## src/rtl/conv_20_sdiv_seq_pkg.sv

```systemverilog
// rtl/conv_20_sdiv_seq_pkg.sv - shared widths, FSM states and saturation limits for the conv_20 divider
// Contents:
//   DEF_DIVIDEND_W / DEF_DIVISOR_W / DEF_QUOT_W  default operand and result widths
//   CNT_W                                        iteration counter width
//   state_t                                      divider FSM states
//   Q_MAX / Q_MIN                                signed quotient clamp limits
package conv_20_div_pkg;

  localparam int DEF_DIVIDEND_W = 24;
  localparam int DEF_DIVISOR_W  = 8;
  localparam int DEF_QUOT_W     = 16;
  localparam int CNT_W          = $clog2(DEF_DIVIDEND_W);

  typedef enum logic [1:0] {
    IDLE = 2'd0,
    CALC = 2'd1,
    DONE = 2'd2
  } state_t;

  localparam logic [DEF_QUOT_W-1:0] Q_MAX = 16'h7FFF;
  localparam logic [DEF_QUOT_W-1:0] Q_MIN = 16'h8000;

endpackage

```

## src/rtl/conv_20_sdiv_seq_if.sv

```systemverilog
// rtl/conv_20_sdiv_seq_if.sv - operand/result handshake bundle of the conv_20 divider
// Signals:
//   in_valid / in_ready     operand pair handshake
//   dividend / divisor      signed operands
//   out_valid / out_ready   result handshake
//   quotient / remainder    signed results
//   ovf / div_by_zero       result status flags
// Modports: master = producer of operands / consumer of results, slave = the divider.
interface conv_20_sdiv_seq_if
  import conv_20_div_pkg::*;
#(
  parameter int DIVIDEND_W = DEF_DIVIDEND_W,
  parameter int DIVISOR_W  = DEF_DIVISOR_W,
  parameter int QUOT_W     = DEF_QUOT_W
);

  logic                  in_valid;
  logic                  in_ready;
  logic [DIVIDEND_W-1:0] dividend;
  logic [DIVISOR_W-1:0]  divisor;
  logic                  out_valid;
  logic                  out_ready;
  logic [QUOT_W-1:0]     quotient;
  logic [DIVISOR_W-1:0]  remainder;
  logic                  ovf;
  logic                  div_by_zero;

  modport master (
    output in_valid, dividend, divisor, out_ready,
    input  in_ready, out_valid, quotient, remainder, ovf, div_by_zero
  );

  modport slave (
    input  in_valid, dividend, divisor, out_ready,
    output in_ready, out_valid, quotient, remainder, ovf, div_by_zero
  );

endinterface

```

## src/rtl/conv_20_sdiv_seq_step.sv

```systemverilog
// rtl/conv_20_sdiv_seq_step.sv - one combinational restoring-division iteration
// Ports:
//   rem_in   in   partial remainder (DIVISOR_W+1 bits)
//   bit_in   in   next dividend bit shifted into the remainder
//   dvs_mag  in   divisor magnitude
//   rem_out  out  next partial remainder
//   q_bit    out  quotient bit produced by this iteration
module conv_20_sdiv_step
  import conv_20_div_pkg::*;
#(
  parameter int DIVISOR_W = DEF_DIVISOR_W
) (
  input  logic [DIVISOR_W:0]   rem_in,
  input  logic                 bit_in,
  input  logic [DIVISOR_W-1:0] dvs_mag,
  output logic [DIVISOR_W:0]   rem_out,
  output logic                 q_bit
);

  // The trial subtraction is non-negative exactly when the shifted remainder
  // is >= the divisor, so the compare stands in for the difference's sign bit.
  always_comb begin
    q_bit   = ({rem_in, bit_in} >= (DIVISOR_W+2)'(dvs_mag));
    rem_out = q_bit ? (DIVISOR_W+1)'({rem_in, bit_in} - (DIVISOR_W+2)'(dvs_mag))
                    : (DIVISOR_W+1)'({rem_in, bit_in});
  end

endmodule

```

## src/rtl/conv_20_sdiv_seq.sv

```systemverilog
// rtl/conv_20_sdiv_seq.sv - multi-cycle signed 24/8 divider, 16-bit saturated quotient
// Ports:
//   ap_clk    in  clock, rising edge
//   ap_rst_n  in  asynchronous active-low reset
//   bus       slave modport of conv_20_sdiv_seq_if (operand and result handshakes)
// One quotient bit is resolved per clock on the operand magnitudes; signs are
// reapplied and the quotient clamped when the last bit is produced.
module conv_20_sdiv_seq
  import conv_20_div_pkg::*;
#(
  parameter int DIVIDEND_W = DEF_DIVIDEND_W,
  parameter int DIVISOR_W  = DEF_DIVISOR_W,
  parameter int QUOT_W     = DEF_QUOT_W
) (
  input  logic          ap_clk,
  input  logic          ap_rst_n,
  conv_20_sdiv_seq_if.slave bus
);

  state_t                 state;
  logic [CNT_W-1:0]       cnt;
  logic [DIVIDEND_W-1:0]  dvd_sr;     // dividend magnitude, refilled with quotient bits
  logic [DIVISOR_W-1:0]   dvs_mag;
  logic [DIVISOR_W:0]     prem;
  logic                   sign_q;
  logic                   sign_r;
  logic                   zero_div;

  logic                   in_ready_q;
  logic                   out_valid_q;
  logic [QUOT_W-1:0]      quot_q;
  logic [DIVISOR_W-1:0]   rem_q;
  logic                   ovf_q;
  logic                   dbz_q;

  logic [DIVISOR_W:0]     prem_nx;
  logic                   q_bit;
  logic [DIVIDEND_W-1:0]  dvd_abs;
  logic [DIVISOR_W-1:0]   dvs_abs;
  logic [DIVIDEND_W-1:0]  qm_fin;
  logic [DIVISOR_W-1:0]   rm_fin;
  logic [QUOT_W-1:0]      sat_q;
  logic                   sat_ovf;
  logic [DIVISOR_W-1:0]   rem_signed;

  conv_20_sdiv_step #(
    .DIVISOR_W (DIVISOR_W)
  ) u_step (
    .rem_in  (prem),
    .bit_in  (dvd_sr[DIVIDEND_W-1]),
    .dvs_mag (dvs_mag),
    .rem_out (prem_nx),
    .q_bit   (q_bit)
  );

  // Two's-complement magnitude; the most negative value maps onto its
  // unsigned magnitude (e.g. -2^23 -> 0x800000, -128 -> 128).
  always_comb begin
    dvd_abs = bus.dividend[DIVIDEND_W-1] ? (~bus.dividend + 1'b1) : bus.dividend;
    dvs_abs = bus.divisor[DIVISOR_W-1]   ? (~bus.divisor + 1'b1)  : bus.divisor;
  end

  // Final unsigned results as they stand after the current iteration.
  always_comb begin
    qm_fin = {dvd_sr[DIVIDEND_W-2:0], q_bit};
    rm_fin = prem_nx[DIVISOR_W-1:0];
  end

  // A negative quotient may reach |Q_MIN|, a positive one only Q_MAX.
  always_comb begin
    sat_q   = QUOT_W'(qm_fin);
    sat_ovf = 1'b0;
    if (sign_q) begin
      if (qm_fin > DIVIDEND_W'(Q_MIN)) begin
        sat_q   = QUOT_W'(Q_MIN);
        sat_ovf = 1'b1;
      end else begin
        sat_q = QUOT_W'(~qm_fin + 1'b1);
      end
    end else if (qm_fin > DIVIDEND_W'(Q_MAX)) begin
      sat_q   = QUOT_W'(Q_MAX);
      sat_ovf = 1'b1;
    end
  end

  // |remainder| < |divisor| <= 2^(DIVISOR_W-1), so negation cannot overflow.
  always_comb begin
    rem_signed = sign_r ? (~rm_fin + 1'b1) : rm_fin;
  end

  always_ff @(posedge ap_clk or negedge ap_rst_n) begin
    if (!ap_rst_n) begin
      state       <= IDLE;
      cnt         <= '0;
      dvd_sr      <= '0;
      dvs_mag     <= '0;
      prem        <= '0;
      sign_q      <= 1'b0;
      sign_r      <= 1'b0;
      zero_div    <= 1'b0;
      in_ready_q  <= 1'b1;
      out_valid_q <= 1'b0;
      quot_q      <= '0;
      rem_q       <= '0;
      ovf_q       <= 1'b0;
      dbz_q       <= 1'b0;
    end else begin
      case (state)
        IDLE: begin
          if (bus.in_valid && in_ready_q) begin
            dvd_sr     <= dvd_abs;
            dvs_mag    <= dvs_abs;
            sign_q     <= bus.dividend[DIVIDEND_W-1] ^ bus.divisor[DIVISOR_W-1];
            sign_r     <= bus.dividend[DIVIDEND_W-1];
            prem       <= '0;
            ovf_q      <= 1'b0;
            dbz_q      <= 1'b0;
            in_ready_q <= 1'b0;
            state      <= CALC;
            // A zero divisor takes a single pass through CALC so its result
            // lands one edge after acceptance.
            zero_div   <= (bus.divisor == '0);
            cnt        <= (bus.divisor == '0) ? '0 : CNT_W'(DIVIDEND_W-1);
          end
        end

        CALC: begin
          prem   <= prem_nx;
          dvd_sr <= qm_fin;
          if (cnt == '0) begin
            state       <= DONE;
            out_valid_q <= 1'b1;
            if (zero_div) begin
              quot_q <= sign_r ? QUOT_W'(Q_MIN) : QUOT_W'(Q_MAX);
              rem_q  <= '0;
              ovf_q  <= 1'b0;
              dbz_q  <= 1'b1;
            end else begin
              quot_q <= sat_q;
              rem_q  <= rem_signed;
              ovf_q  <= sat_ovf;
              dbz_q  <= 1'b0;
            end
          end else begin
            cnt <= cnt - 1'b1;
          end
        end

        DONE: begin
          if (bus.out_ready) begin
            state       <= IDLE;
            out_valid_q <= 1'b0;
            in_ready_q  <= 1'b1;
          end
        end

        default: begin
          state       <= IDLE;
          out_valid_q <= 1'b0;
          in_ready_q  <= 1'b1;
        end
      endcase
    end
  end

  assign bus.in_ready    = in_ready_q;
  assign bus.out_valid   = out_valid_q;
  assign bus.quotient    = quot_q;
  assign bus.remainder   = rem_q;
  assign bus.ovf         = ovf_q;
  assign bus.div_by_zero = dbz_q;

endmodule

```

## src/flat_wrapper.sv

```systemverilog
// flat-port wrapper written by rule: the top's interface ports become plain ports
module conv_20_sdiv_seq_flat import conv_20_div_pkg::*;
#(
  parameter int DIVIDEND_W = DEF_DIVIDEND_W,
  parameter int DIVISOR_W  = DEF_DIVISOR_W,
  parameter int QUOT_W     = DEF_QUOT_W
)
  (ap_clk, ap_rst_n, bus_in_valid, bus_dividend, bus_divisor, bus_out_ready, bus_in_ready, bus_out_valid, bus_quotient, bus_remainder, bus_ovf, bus_div_by_zero);
  conv_20_sdiv_seq_if #(.DIVIDEND_W(DIVIDEND_W), .DIVISOR_W(DIVISOR_W), .QUOT_W(QUOT_W)) bus_i ();
  input  logic ap_clk;
  input  logic ap_rst_n;
  input wire logic [$bits(bus_i.in_valid)-1:0] bus_in_valid;
  input wire logic [$bits(bus_i.dividend)-1:0] bus_dividend;
  input wire logic [$bits(bus_i.divisor)-1:0] bus_divisor;
  input wire logic [$bits(bus_i.out_ready)-1:0] bus_out_ready;
  output wire logic [$bits(bus_i.in_ready)-1:0] bus_in_ready;
  output wire logic [$bits(bus_i.out_valid)-1:0] bus_out_valid;
  output wire logic [$bits(bus_i.quotient)-1:0] bus_quotient;
  output wire logic [$bits(bus_i.remainder)-1:0] bus_remainder;
  output wire logic [$bits(bus_i.ovf)-1:0] bus_ovf;
  output wire logic [$bits(bus_i.div_by_zero)-1:0] bus_div_by_zero;
  assign bus_i.in_valid = bus_in_valid;
  assign bus_i.dividend = bus_dividend;
  assign bus_i.divisor = bus_divisor;
  assign bus_i.out_ready = bus_out_ready;
  assign bus_in_ready = bus_i.in_ready;
  assign bus_out_valid = bus_i.out_valid;
  assign bus_quotient = bus_i.quotient;
  assign bus_remainder = bus_i.remainder;
  assign bus_ovf = bus_i.ovf;
  assign bus_div_by_zero = bus_i.div_by_zero;
  conv_20_sdiv_seq #(.DIVIDEND_W(DIVIDEND_W), .DIVISOR_W(DIVISOR_W), .QUOT_W(QUOT_W)) u_core (.ap_clk(ap_clk), .ap_rst_n(ap_rst_n), .bus(bus_i));
endmodule
```

## config.mk

```make
export PLATFORM = sky130hd
export DESIGN_NAME = conv_20_sdiv_seq_flat
export DESIGN_NICKNAME = d
export VERILOG_FILES = /design/src/rtl/conv_20_sdiv_seq_pkg.sv /design/src/rtl/conv_20_sdiv_seq_if.sv /design/src/rtl/conv_20_sdiv_seq_step.sv /design/src/rtl/conv_20_sdiv_seq.sv /design/src/flat_wrapper.sv
export SDC_FILE = /design/constraint.sdc
export NUM_CORES = 1
export LEC_CHECK = 0
export CORE_UTILIZATION = 50
export CTS_CLUSTER_SIZE = 20
export DETAILED_ROUTE_END_ITERATION = 8
export DONT_BUFFER_PORTS = 1
export REMOVE_ABC_BUFFERS = 1
export SLEW_MARGIN = 20
export SYNTH_ARGS = -nofsm -noshare
export SYNTH_HDL_FRONTEND = slang
export SYNTH_SLANG_ARGS = --single-unit
```

## constraint.sdc

```tcl
create_clock -name ap_clk -period 6.9 [get_ports ap_clk]
set_clock_uncertainty 0.15 [all_clocks]
set_input_delay 1.725 -clock ap_clk [delete_from_list [all_inputs] [get_ports ap_clk]]
set_output_delay 1.725 -clock ap_clk [all_outputs]
set_load 0.01 [all_outputs]
```

==> results by group <==
Global routing
  • Vias in the first global route: 4110
  • Overflow after GRT: 0
  • Tot GR Track Use: 26.0%
  • Initial antenna violation count: 0
  • Largest net degree at the start of global routing: 80
  • First-pass GRT wire length: 21000 um

Detailed routing
  • Post-route ant nets: 0
  • WL per Instance: 17.9 um
  • DR vias: 4464
  • # DRC: 0
  • 1st-pass router iterations: 5
  • Avg Vias per Cell: 6.22
  • Initial DRC count: 240
  • Total wire length: 12800 um

CTS
  • # Post-CTS Setup Buffers: 0
  • H-tree depth: 3
  • Clock transition at path regs: 0.08 ns
  • Post-CTS Hold Buffers: 0
  • CTS max path bufs: 2
  • Sink Count: 79
  • Post_cts resized: 0
  • Root Buffer: clkbuf_8
  • TritonCTS Buffers: 9
  • CTS tree: yes
  • Worst-Skew Late Latency: 0.36 ns

Synth
  • FF+latch count, synth: 79
  • Yosys synthesis warning count: 0
  • Post-synthesis sequential area ratio: 38.8%
  • Library cells used by synthesis: 59
  • Post-Synthesis Cell Area: 5100 sq um
  • Avg Inst Size Synth: 8.44 sq um
  • Post-synth EDFFs: 0
  • FFs w/ async S/R, synth: 100%
  • Cells after Synth: 605
  • Most used flip-flop cell after synthesis: dfrtp_1

Critical path
  • CP arrival: 4.51 ns
  • Setup CP Type: reg -> reg
  • Critical path's largest stage delay: 0.51 ns
  • CP cell instances: ha_1 -> a21oi_2 -> o21ai_2 -> nor3_1 -> nand2_1 -> clkinv_1 -> ha_1 -> or3b_2 -> nor3_1 -> nand2_1 -> a211oi_1 -> a21oi_1 -> o21ai_0 -> nand2_1
  • Highest fanout seen on the critical path: 12
  • Worst reg2reg setup slack: 2.48 ns
  • Critical path startpoint category: flop
  • Buf+Inv Stages, Crit Path: 1
  • Most used cell, CP: nand2_1
  • Worst setup EP type: flop
  • Top delay family on crit path: simple AND/OR/NAND/NOR gates
  • Worst Path Required: 6.99 ns
  • Slowest CP cell: or3b_2

Timing
  • Final period utilization: 64.0%
  • Final Hold Viols: 0
  • Final setup vio count: 0
  • Worst slew pin tran: 1.03 ns
  • Max Fclk: 226 MHz
  • Slew Limit Fails: 0
  • Final TNS setup: 0 ns
  • Min Clock Period, post-route: 4.42 ns
  • Slew HR: 31.6%
  • RSZ-0062 raised after global routing: false

Floorplan
  • Rows: 36
  • Die H: 103 um
  • Chip width: 103 um
  • Initial Util: 52.0%
  • CORE AREA: 9820 sq um
  • Die area: 10600 sq um
  • I/O pin count: 64

Placement
  • Inst Count DP: 704
  • Port bufs: 0
  • Final GP Congestion: 0.887
  • DP HPWL: 9170 um

Status
  • Status: finished, final reports clean

Power and ir drop
  • Total power per unit cell area: 434 nW/um^2
  • Total power: 0.00231 W
  • Static leakage: 2.25 nW
  • Peak supply drop: 177 uV

Cells and area
  • Final Non-Filler Cells: 718
  • Synth-to-layout area growth: 4.44%
  • Most common cell after layout, fill and taps aside: o21ai_0
  • Filler cells: 941
  • Layout cell share with drive strength beyond 1: 5.30%
  • # diodes: 0
  • Layout net count: 633
  • Most frequent cells in the layout: o21ai_0 (81), dfrtp_1 (78), nand2_1 (53)

Min path
  • Hold Path Class: reg -> reg

Job
  • Maxcap violations: 0
final cells by class:
type,instances,area [sq um],share of cell area [%]
inverters,24,90.1,1.69
clock inverters,4,47.5,0.892
flip-flops and latches,79,1980,37.1
repair buffers,4,30.0,0.563
clock buffers,10,138,2.58
multi-input cells,464,2880,54.0
well taps,133,166,3.12
kinds of logic after synthesis:
kind of cell             Yosys count  share of synthesized area, %
multiplexers                       8                          1.57
XOR/XNOR                          34                          5.83
AO/OA/AOI/OAI                    215                          26.3
buffers and inverters             62                          4.85
AND/OR/NAND/NOR                  192                          18.9
adder cells (fa/ha/maj)           15                          3.82
flip-flops                        79                          38.8
Yosys cell counts (3+ instances only):
cell	number	area [sq um]
o21ai_0	81	405
dfrtp_1	78	1950
nand2_1	53	199
a21oi_1	41	205
nor2_1	37	139
clkbuf_1	32	120
xor2_1	28	245
inv_1	23	86.3
a22oi_1	21	158
nand3_1	20	100
nor3_1	19	95.1
o31ai_1	18	135
ha_1	14	175
nor4_1	9	56.3
or3_1	9	56.3
a31oi_1	8	50.1
mux2i_1	8	80.1
nand4_1	8	50.1
nand2b_1	7	43.8
or4_1	7	52.6
a21o_1	6	45.0
xnor2_1	6	52.6
o41ai_1	5	43.8
or2_2	5	31.3
o211ai_1	4	30.0
a211oi_1	3	22.5
a22o_1	3	26.3
a32o_1	3	30.0
buf_2	3	15.0
nand3b_1	3	22.5
nor2b_1	3	18.8
nor3b_1	3	22.5
o21bai_1	3	22.5
worst reg2reg max path, cell delays in order, from the launching register on:
cell and delay, ns:
dfrtp_1 0.44, ha_1 0.42, a21oi_2 0.17, o21ai_2 0.08, nor3_1 0.49, nand2_1 0.40
clkinv_1 0.31, ha_1 0.26, or3b_2 0.51, nor3_1 0.38, nand2_1 0.16, a211oi_1 0.26
a21oi_1 0.05, o21ai_0 0.16, nand2_1 0.07
stage by stage:
stage | hold slack, ns | util [%] | setup slack [ns] | cell area, sq um
after floorplan | 0.300 | - | 3.00 | 4950
after global placement | 0.315 | 52.4 | 2.71 | 5140
after detailed placement | 0.322 | 52.4 | 2.62 | 5140
after CTS | 0.340 | 54.3 | 2.58 | 5330
after global routing | 0.360 | 54.3 | 2.14 | 5330
final | 0.334 | 54.3 | 2.48 | 5330
sequential cells by signal, summed over array words and instances, names as in the netlist:
register                cells
u_core.dvd_sr              24
u_core.bus.quotient        16
u_core.prem                 9
u_core.bus.remainder        8
u_core.dvs_mag              8
u_core.cnt                  5
u_core.state                2
u_core.bus.div_by_zero      1
u_core.bus.in_ready         1
u_core.bus.out_valid        1
u_core.bus.ovf              1
u_core.sign_q               1
u_core.sign_r               1
u_core.zero_div             1
report_power, final:
| part | switching [W] | leakage (nW) | internal, W | total, W |
|---|---|---|---|---|
| sequential | 0.000179 | 1.02 | 0.000584 | 0.000763 |
| combinational | 0.000746 | 1.14 | 0.000463 | 0.00121 |
| clock | 0.000168 | 0.0940 | 0.000172 | 0.000340 |
final timing paths:
| path | from | end | depth (start not counted) |
|---|---|---|---|
| min | u_core.dvs_mag[5] | u_core.dvs_mag[5] | 2 |
| max | u_core.prem[4] | u_core.bus.quotient[10] | 14 |
| max reg2reg | u_core.prem[4] | u_core.bus.quotient[10] | 14 |
| max in group asynchronous | ap_rst_n | u_core.bus.in_ready | 0 |
| min in group asynchronous | ap_rst_n | u_core.bus.quotient[5] | 0 |
| min reg2reg | u_core.dvs_mag[5] | u_core.dvs_mag[5] | 2 |
routing by layer:
metal  up-vias  global-route usage [%]  wire length [um]
met5         -                       0                 0
met3        20                    5.15               898
met4         0                    9.86               233
li1       2180                       -                 -
met1      2120                    38.5              6340
met2       144                    37.2              5370
(Power assumes the default switching activity.)
